[config.mk]
export PLATFORM = sky130hd
export DESIGN_NAME = mem_arbiter
export DESIGN_NICKNAME = d
export VERILOG_FILES = /design/src/rtl/mem_arb_pkg.sv /design/src/rtl/mem_arb_select.sv /design/src/rtl/mem_arbiter.sv
export SDC_FILE = /design/constraint.sdc
export NUM_CORES = 1
export LEC_CHECK = 0
export ABC_AREA = 1
export CAP_MARGIN = 20
export CORE_AREA = 2 2 114 116
export DETAILED_ROUTE_END_ITERATION = 12
export DIE_AREA = 0 0 116 118
export GPL_TIMING_DRIVEN = 0
export PLACE_DENSITY = 0.77
export SLEW_MARGIN = 30
export SYNTH_ARGS = -nofsm -noshare
export SYNTH_HDL_FRONTEND = slang
export SYNTH_SLANG_ARGS = --single-unit
[constraint.sdc]
create_clock -name clk -period 1.7 [get_ports clk]
set_clock_uncertainty 0.2 [all_clocks]
set_input_delay 0.425 -clock clk [delete_from_list [all_inputs] [get_ports clk]]
set_output_delay 0.425 -clock clk [all_outputs]
set_load 0.005 [all_outputs]
[src/rtl/mem_arb_pkg.sv]
// Shared types and constants for the two-port memory arbiter.
// The address range helper is used by the arbiter when it latches a request.
package mem_arb_pkg;

   typedef enum logic [1:0] {
      IDLE  = 2'd0,
      ISSUE = 2'd1,
      RESP  = 2'd2
   } arb_state_e;

   localparam int ARB_RR      = 0;
   localparam int ARB_FIXED   = 1;

   localparam int PORT_IFETCH = 0;
   localparam int PORT_LSU    = 1;
   localparam int NUM_PORTS   = 2;

   // Unsigned compare against the byte size, done in 33 bits so a large memory cannot wrap.
   function automatic logic addr_oob(input logic [31:0] addr, input logic [31:0] mem_words);
      return {1'b0, addr} >= ({1'b0, mem_words} << 2);
   endfunction

endpackage

[src/rtl/mem_arb_select.sv]
// Combinational two-way pick: a lone requester always wins, a tie is settled by mode.
// Output is don't-care when no port is requesting.
module mem_arb_select
   import mem_arb_pkg::*;
#(
   parameter int ARB_MODE = ARB_RR
) (
   input  logic [1:0] req,
   input  logic       last_grant,
   output logic       grant
);

   always_comb begin
      grant = 1'b0;
      case (req)
         2'b01:   grant = 1'b0;
         2'b10:   grant = 1'b1;
         2'b11:   grant = (ARB_MODE == ARB_FIXED) ? 1'b0 : ~last_grant;
         default: grant = 1'b0;
      endcase
   end

endmodule

[src/rtl/mem_arbiter.sv]
// Shares a single-port registered-read word memory between instruction fetch and load/store.
// Each access runs IDLE -> ISSUE -> RESP; every output is decoded from registered state.
module mem_arbiter
   import mem_arb_pkg::*;
#(
   parameter int MEMORY_SIZE = 4096,
   parameter int ARB_MODE    = ARB_RR
) (
   input  logic        clk,
   input  logic        rst_n,
   input  logic        m0_req_i,
   input  logic        m0_we_i,
   input  logic [31:0] m0_addr_i,
   input  logic [31:0] m0_wdata_i,
   output logic        m0_ack_o,
   output logic [31:0] m0_rdata_o,
   input  logic        m1_req_i,
   input  logic        m1_we_i,
   input  logic [31:0] m1_addr_i,
   input  logic [31:0] m1_wdata_i,
   output logic        m1_ack_o,
   output logic [31:0] m1_rdata_o,
   output logic        err_o,
   output logic        mem_rd_en_o,
   output logic        mem_wr_en_o,
   output logic [31:0] mem_addr_o,
   output logic [31:0] mem_data_o,
   input  logic [31:0] mem_data_i
);

   localparam logic [31:0] MEM_WORDS = 32'(MEMORY_SIZE);

   logic [1:0]  req;
   logic        we_in    [NUM_PORTS];
   logic [31:0] addr_in  [NUM_PORTS];
   logic [31:0] wdata_in [NUM_PORTS];
   logic        ack_vec  [NUM_PORTS];
   logic [31:0] rdata_vec[NUM_PORTS];

   assign req[PORT_IFETCH]      = m0_req_i;
   assign req[PORT_LSU]         = m1_req_i;
   assign we_in[PORT_IFETCH]    = m0_we_i;
   assign we_in[PORT_LSU]       = m1_we_i;
   assign addr_in[PORT_IFETCH]  = m0_addr_i;
   assign addr_in[PORT_LSU]     = m1_addr_i;
   assign wdata_in[PORT_IFETCH] = m0_wdata_i;
   assign wdata_in[PORT_LSU]    = m1_wdata_i;

   arb_state_e  state_reg, state_next;
   logic        grant_reg, grant_next;
   logic        last_grant_reg, last_grant_next;
   logic        we_reg, we_next;
   logic        oob_reg, oob_next;
   logic [31:0] addr_reg, addr_next;
   logic [31:0] wdata_reg, wdata_next;
   logic        sel_grant;

   mem_arb_select #(
      .ARB_MODE (ARB_MODE)
   ) u_select (
      .req        (req),
      .last_grant (last_grant_reg),
      .grant      (sel_grant)
   );

   // last_grant resets to port 1 so that port 0 takes the first tie.
   always_ff @(posedge clk or negedge rst_n) begin
      if (!rst_n) begin
         state_reg      <= IDLE;
         grant_reg      <= 1'b0;
         last_grant_reg <= 1'b1;
         we_reg         <= 1'b0;
         oob_reg        <= 1'b0;
         addr_reg       <= '0;
         wdata_reg      <= '0;
      end else begin
         state_reg      <= state_next;
         grant_reg      <= grant_next;
         last_grant_reg <= last_grant_next;
         we_reg         <= we_next;
         oob_reg        <= oob_next;
         addr_reg       <= addr_next;
         wdata_reg      <= wdata_next;
      end
   end

   always_comb begin
      state_next      = state_reg;
      grant_next      = grant_reg;
      last_grant_next = last_grant_reg;
      we_next         = we_reg;
      oob_next        = oob_reg;
      addr_next       = addr_reg;
      wdata_next      = wdata_reg;
      case (state_reg)
         IDLE: begin
            if (|req) begin
               grant_next      = sel_grant;
               last_grant_next = sel_grant;
               we_next         = we_in[sel_grant];
               addr_next       = addr_in[sel_grant] & 32'hFFFF_FFFC;
               wdata_next      = wdata_in[sel_grant];
               oob_next        = addr_oob(addr_in[sel_grant], MEM_WORDS);
               state_next      = ISSUE;
            end
         end
         ISSUE:   state_next = RESP;
         RESP:    state_next = IDLE;
         default: state_next = IDLE;
      endcase
   end

   logic issue_st;
   logic resp_st;

   assign issue_st    = (state_reg == ISSUE);
   assign resp_st     = (state_reg == RESP);

   // An out-of-range access never touches memory, so it cannot alias a low word.
   assign mem_rd_en_o = issue_st & ~we_reg & ~oob_reg;
   assign mem_wr_en_o = issue_st &  we_reg & ~oob_reg;
   assign mem_addr_o  = issue_st ? addr_reg  : '0;
   assign mem_data_o  = issue_st ? wdata_reg : '0;
   assign err_o       = resp_st & oob_reg;

   for (genvar gi = 0; gi < NUM_PORTS; gi++) begin : g_port
      assign ack_vec[gi]   = resp_st & (grant_reg == 1'(gi));
      assign rdata_vec[gi] = (ack_vec[gi] & ~we_reg & ~oob_reg) ? mem_data_i : '0;
   end

   assign m0_ack_o   = ack_vec[PORT_IFETCH];
   assign m1_ack_o   = ack_vec[PORT_LSU];
   assign m0_rdata_o = rdata_vec[PORT_IFETCH];
   assign m1_rdata_o = rdata_vec[PORT_LSU];

endmodule
## Yosys cells after proc, flatten, opt, wreduce, memory -nomap -nowiden

Cells that the tools add are included.

- Order comparisons: 2
- Muxes and demuxes: 16
- Bitwise gates (word level): 16
- Equality and inequality tests: 5
- Reduce and logical (&&, ||, !) cells: 3

Operators with widths:

| cell | number |
|---|---|
| $mux W32 | 10 |
| $ge A32 B15 Y1 const B | 1 |
| $and A1 B1 Y1 | 11 |
| $eq A2 B2 Y1 const B | 3 |
| $not A1 Y1 | 4 |
| $pmux W2 S2 | 1 |
| $mux W1 | 3 |
| $eq A2 B1 Y1 const B | 1 |
| $ge A2 B2 Y1 const B | 1 |
| $logic_not A2 Y1 | 1 |
| $mux W2 | 1 |
| $ne A2 B2 Y1 const B | 1 |
| $not A1 Y2 | 1 |
| $pmux W1 S2 | 1 |
| $reduce_and A2 Y1 | 1 |
| $reduce_or A2 Y1 | 1 |

- Input port bits: 166
- Flip-flop bits (word level): 68
- Output and inout port bits: 133
- Logic and storage cells: 49

## Depth between registers and ports, before layout

Gate-level depths: netlist (run 1).

- Depth in word-level cells: 7
- Gate-level depth with buffers: 10
- Depth with buffers taken out: 9

## By module

A second synthesis (run 1) with hierarchy kept.

- Cell total of the unflattened synthesis: 663
- Area, all modules: 4211.5 um^2

By module, submodules not included:

| module | times used | area each (um^2) | cells an instance |
|---|---|---|---|
| mem_arbiter | 1 | 4199.0 | 661 |
| mem_arb_select | 1 | 12.5 | 2 |

## Worst setup path after synthesis (run 1)

No wires, ideal clock.

- Kind: register -> output
- Start: register state_reg[1]
- End: output port m1_rdata_o[10]
- Stages on the path, launching flop included: 8
- Setup slack: -0.024 ns
- Arrival: 1.099 ns
- Data required time: 1.075 ns
- Cells stage by stage: dfrtp_1 inv_1 nor2_1 inv_1 nor2_1 nand2_1 buf_2 nor2_1

- Longest elaborated chain between the ends: 5

RTL lines:

| what | line | RTL |
|---|---|---|
| from (decl) | mem_arbiter.sv:49 | `arb_state_e state_reg, state_next;` |
| from (signal assigned) | mem_arbiter.sv:77 | `state_reg <= state_next;` |
| $eq A2 B2 Y1 | mem_arbiter.sv:117 | `assign resp_st = (state_reg == RESP);` |
| $and A1 B1 Y1 | mem_arbiter.sv:127 | `assign ack_vec[gi] = resp_st & (grant_reg == 1'(gi));` |
| net m1_ack_o | mem_arbiter.sv:21 | `output logic m1_ack_o,` |
| $and A1 B1 Y1 (2 in a row) | mem_arbiter.sv:128 | `assign rdata_vec[gi] = (ack_vec[gi] & ~we_reg & ~oob_reg) ? mem_data_i : '0;` |
| $mux W32 | mem_arbiter.sv:128 |  |
| to (decl) | mem_arbiter.sv:22 | `output logic [31:0] m1_rdata_o,` |

The timed path passes the listed nets, and every way through them passes these cells.

## Worst setup path after layout (run 1)

- Start: register state_reg[0]
- End: output port m1_rdata_o[22]

- Longest elaborated chain between the ends: 5

RTL lines:

| what | line |
|---|---|
| $eq A2 B2 Y1 | mem_arbiter.sv:117 |
| $and A1 B1 Y1 | mem_arbiter.sv:127 |
| $and A1 B1 Y1 (2 in a row) | mem_arbiter.sv:128 |
| $mux W32 | mem_arbiter.sv:128 |

No other way between the ends.

==> results.toml, run 1 <==
[grt]
antenna_found_initial = 1
grt_pass1_vias = 5448
grtUsageTotal_pct = 26.6
overflow = 0
grt_pass1_wl_microns = 27900
grt_start_max_net_pins = 41

[synth]
synth_cells = 622
syn_area_sq_um = 4060
ys_seq_area_share_pct = 42.0
syn_avg_cell_area_sq_um = 6.52
synth-warning-count = 0
yosysUniqueCellTypes = 20
ys_seq_elements = 68

[setup_path]
critPathRequiredTime_ns = 1.07
crit_type = "reg2out"
r2r-start = "last_grant_reg"
crit_arrival_ns = 1.68
startpoint_type = "flop"
endpoint_kind = "primary output"
critPathMaxFanout = 5
critical_path.startpoint = "state_reg[0]"

[routing]
viasPerCell = 4.74
drc_errors = 0
wire_per_inst_microns = 17.0
postRouteWirelength_microns = 20000
drtIter0Drc = 220
ant_nets = 0
vias = 5579
drtPass1Iterations = 5

[placement]
dp_slack_ns = -0.833
io_buffers = 292
dp_hpwl_microns = 13100
placed_area_sq_um = 7220
gp_congestion = 0.821
place_inst = 1088

[status]
status = "finished with violations"
violations = "negative setup slack"

[pwr]
power.total_mw = 12.6
p_leak_nw = 4.57
vdd.ir_drop.worst_mv = 0.831
p_per_area_nw_per_um2 = 1370

[cts]
numCtsBuffers = 9
htreeDepth = 3
cts.sinks = 68
cts_tree = "yes"
root_buffer = "clkbuf_16"
clock_latency_ns = 0.33
path_clk_slew_ns = 0.06
ctsLongestPathBuffers = 2

[finish]
syn2layout_area_growth_pct = 127
fin_cells = 1178
n_antenna_cell = 0
largest_register_ffs = 32
fin_nets = 1167
drive_above_1_share_pct = 43.8
fin_area_sq_um = 9230
final_util_pct = 74.3
nFillCells = 919

[timing]
min_period_ns = 2.31
min_period_over_period_pct = 136
finalSetupViolations = 168
hold_violations = 0
fin_tns_setup_ns = -65.99
rsz0062_at_grt = "yes"
clock.fmax_mhz = 433
setup_slack_ns = -0.609
slew_violations = 0
holdWs_ns = 0.274

[floorplanning]
num_io_pins = 299
num_rows = 41
dieArea_sq_um = 13700
die_h_microns = 118
coreArea_sq_um = 12400
fp.dieW_microns = 116
start_util_pct = 32.7

[min_path]
hp-class = "reg2reg"
hp-start = "last_grant_reg"

[job]
cap_viol_max_count = 0
[path summary, 6_finish.rpt]
path | endpoint | cells after the start | slack, ns
setup / recovery | m1_rdata_o[22] | 8 | -0.61
hold / removal | last_grant_reg | 2 | 0.27
setup reg to reg | oob_reg | 11 | -0.10
hold reg to reg | last_grant_reg | 2 | 0.27
max in group asynchronous | addr_reg[7] | 3 | 0.35
min in group asynchronous | wdata_reg[13] | 2 | 0.37
[synthesized netlist by cell type, drive strengths merged]
library cell / instances / area [sq um]
o21ai: 57 / 285
o21a: 1 / 7.51
nor3: 3 / 26.3
clkbuf: 17 / 63.8
nand2: 88 / 333
buf: 24 / 121
nand3: 3 / 15.0
dfstp: 1 / 26.3
conb: 1 / 3.75
nor2: 186 / 698
a31oi: 12 / 75.1
o22ai: 33 / 206
dfrtp: 67 / 1680
nand3b: 9 / 67.6
inv: 120 / 450
[placed cells by master, fill, tap and decap left out, types with 2 or more instances in the layout]
master,Yosys,layout
dfrtp_1,67,67
o22ai_1,33,28
buf_6,0,71
clkbuf_2,0,8
o21ai_2,0,36
buf_12,0,13
a31oi_1,12,8
buf_2,19,109
clkbuf_16,0,17
buf_8,0,14
o21ai_1,0,17
clkbuf_8,0,3
nor2_4,0,64
buf_16,0,3
nor2_2,0,49
nand3_1,3,2
a31oi_4,0,3
o22ai_2,0,5
conb_1,1,2
nand3b_1,9,9
nand2_1,87,79
clkinv_2,0,3
dlygate4sd2_1,0,2
nand2_2,1,4
o21ai_4,0,3
clkbuf_4,0,2
inv_8,0,2
nand2_4,0,5
buf_4,2,18
clkdlybuf4s50_1,0,158
inv_1,118,115
inv_2,2,2
nor3_1,2,2
nor2_1,186,73
[cell type report]
type | instances | area (sq um) | area share, %
Multi-Input combinational cell | 394 | 2630 | 28.6
Timing Repair inverter | 1 | 16.3 | 0.176
Timing Repair Buffer | 367 | 3340 | 36.2
Clock inverter | 4 | 22.5 | 0.244
Clock buffer | 12 | 267 | 2.89
Buffer | 40 | 562 | 6.09
Sequential cell | 68 | 1700 | 18.5
Inverter | 120 | 470 | 5.10
Tap cell | 172 | 215 | 2.33
[cell families after synthesis]
logic type	synth area share (%)
compound gates	14.2
flops	42.0
other cells	0.0924
simple gates	28.1
buf+inv	15.7
[where the power goes]
group / switching (mW) / internal, mW
clock: 0.709 / 1.10
combinational: 3.99 / 3.99
sequential: 0.401 / 2.44
[worst max-delay path: stages (launching register included)]
cell and delay, ns:
dfrtp_1 0.43, nor2_1 0.15, inv_2 0.08, nor2_4 0.12, nand2_4 0.08, buf_6 0.14, buf_6 0.13, nor2_1 0.08
buf_2 0.14
[routing by layer]
layer	part of all wire, %	wire [microns]	GRT usage [%]	up-vias
met5	0.065	13	0	-
met4	2.7	543	9.30	2
met3	7.9	1580	7.47	40
met2	54	10800	49.2	242
met1	35	7090	28.2	2641
li1	-	-	-	2654
[what timing repair did]
action | CTS | global route
setup buffers | 45 | 19
endpoints found under the hold margin | 27 | 0
hold buffers | 1 | 0
gates resized for setup | 702 | 341
cloned | 12 | 8
pin swaps | 33 | 45
endpoints found under the setup margin | 198 | 197
Power figures use the tool's default switching activity.
==> inputs of run 2 (changes only) <==
--- a/config.mk
+++ b/config.mk
@@ -12,6 +12,7 @@
 export DIE_AREA = 0 0 116 118
 export GPL_TIMING_DRIVEN = 0
 export PLACE_DENSITY = 0.77
+export SKIP_CTS_REPAIR_TIMING = 1
 export SLEW_MARGIN = 30
 export SYNTH_ARGS = -nofsm -noshare
 export SYNTH_HDL_FRONTEND = slang
==> constraint.sdc (replaced) <==
create_clock -name clk -period 1.7 [get_ports clk]
set_clock_uncertainty 0.2 [all_clocks]
set_input_delay 0.425 -clock clk [delete_from_list [all_inputs] [get_ports clk]]
set_output_delay 0.425 -clock clk [all_outputs]
set_load 0.02 [all_outputs]
==> run 2 against run 1 <==
The run still ends with negative setup slack left. Critical endpoint is now mem_addr_o[12]. Die area is the same. Fmax grew 1.5%. Highest routed layer is now met4. Final area shrank 12%. Via count shrank 10%. Final cell count shrank 5.9%. Critical path depth shrank 2.
==> results.toml, run 2 (same netlist as run 1, synthesis figures left out) <==
[timing]
setup_slack_ns = -0.575
min_period_over_period_pct = 134
relSlewSlack_pct = 60.0
clock.fmax_mhz = 440
min_period_ns = 2.28
slew_violations = 0
hold_violations = 0
finalSetupViolations = 198
rsz0062_at_grt = "yes"
worstMarginPinSlew_ns = 0.600

[routing]
drtIter0Drc = 165
ant_nets = 0
drtPass1Iterations = 4
postRouteWirelength_microns = 16400
vias = 5001
viasPerCell = 4.51
wire_per_inst_microns = 14.8
drc_errors = 0

[finish]
fin_nets = 1097
largest_register_ffs = 32
drive_above_1_share_pct = 32.7
syn2layout_area_growth_pct = 100
fin_cells = 1108
final_cell_mix = "clkdlybuf4s50_1, inv_1, nor2_4"
layout_commonest_cell = "clkdlybuf4s50_1"
final_util_pct = 65.4
n_antenna_cell = 0

[floorplanning]
coreArea_sq_um = 12400
die_h_microns = 118
start_util_pct = 32.7
dieArea_sq_um = 13700
num_rows = 41
fp.dieW_microns = 116
num_io_pins = 299

[pwr]
p_leak_nw = 3.97
p_per_area_nw_per_um2 = 1270
vdd.ir_drop.worst_mv = 0.727

[grt]
use_met3_pct = 6.39
gr-usage-met1_pct = 26.6
grt_busiest_layer = "met2"
overflow = 0
grt_pass1_vias = 4998
grt_pass1_wl_microns = 25700
grtUsageTotal_pct = 24.2
grt_start_max_net_pins = 40
antenna_found_initial = 0
grt.met2_usage_pct = 43.8

[placement]
io_buffers = 292
place_inst = 1088
dp_slack_ns = -0.913
dp_hpwl_microns = 13100
gp_congestion = 0.844

[status]
status = "finished with violations"
violations = "negative setup slack"

[setup_path]
critPathRequiredTime_ns = 1.07
endpoint_kind = "primary output"
crit_arrival_ns = 1.65
startpoint_type = "flop"
critPathMaxFanout = 10
crit_type = "reg2out"

[cts]
root_buffer = "clkbuf_16"
numCtsBuffers = 9
clock_latency_ns = 0.33
cts_tree = "yes"
cts.sinks = 68
path_clk_slew_ns = 0.06
htreeDepth = 3
ctsLongestPathBuffers = 2

[min_path]
hp-class = "reg2reg"

[job]
cap_viol_max_count = 0
[run 2: changes by cell type in the layout (fill, tap and decap cells not counted), sizes merged]
cell           before  now
clkinv              4    2
buf               228   83
dlygate4sd2         2    0
dlymetal6s2s        0    8
clkdlybuf4s50     158  160
clkbuf             30   98
bufinv              0    1
[run 2: final cells by class]
cell class,instances,area [sq um]
clock inverters,4,47.5
inverters,120,450
well taps,172,215
repair buffers,297,2600
clock buffers,12,256
plain buffers,41,314
flip-flops and latches,68,1700
fillers,1133,4300
multi-input cells,394,2530
[run 2: routing by layer]
metal / wire length [microns] / part of all wire, %
met1: 6120 / 37
met2: 8530 / 52
met3: 1270 / 7.8
met4: 442 / 2.7
met5: 0 / 0
[run 2: stage by stage]
step	TNS, ns	cell area (sq um)	total power, mW	hold slack [ns]
floorplan	-10.0	4920	6.45	-0.0706
global placement	-309.18	8060	8.69	0.259
detailed placement	-145.26	8080	8.78	0.191
CTS	-170.20	8380	10.7	-0.164
global route	-104.27	8120	11.1	0.291
finish	-86.21	8120	10.3	0.272
[run 2: power breakdown]
group	total, mW	internal [mW]	switching, mW	leakage (nW)
Sequential	2.75	2.43	0.312	0.808
Combinational	5.62	2.01	3.61	3.01
Clock	1.91	1.21	0.701	0.149
[run 2: path summary, 6_finish.rpt]
| check | end | cells past startpoint | slack, ns | from |
|---|---|---|---|---|
| setup / recovery | mem_addr_o[12] | 6 | -0.58 | state_reg[0] |
| hold / removal | last_grant_reg | 2 | 0.27 | last_grant_reg |
| setup reg to reg | wdata_reg[5] | 4 | -0.31 | state_reg[0] |
| hold reg to reg | last_grant_reg | 2 | 0.27 | last_grant_reg |
| max in group asynchronous | addr_reg[6] | 3 | 0.37 | rst_n |
| min in group asynchronous | wdata_reg[13] | 2 | 0.37 | rst_n |
[run 2: critical path, cell delays in order (launching register included)]
cell and delay (ns):
dfrtp_1 0.38, inv_1 0.06, nor2_1 0.17, inv_2 0.17, buf_6 0.22, nor2_2 0.13
buf_2 0.19
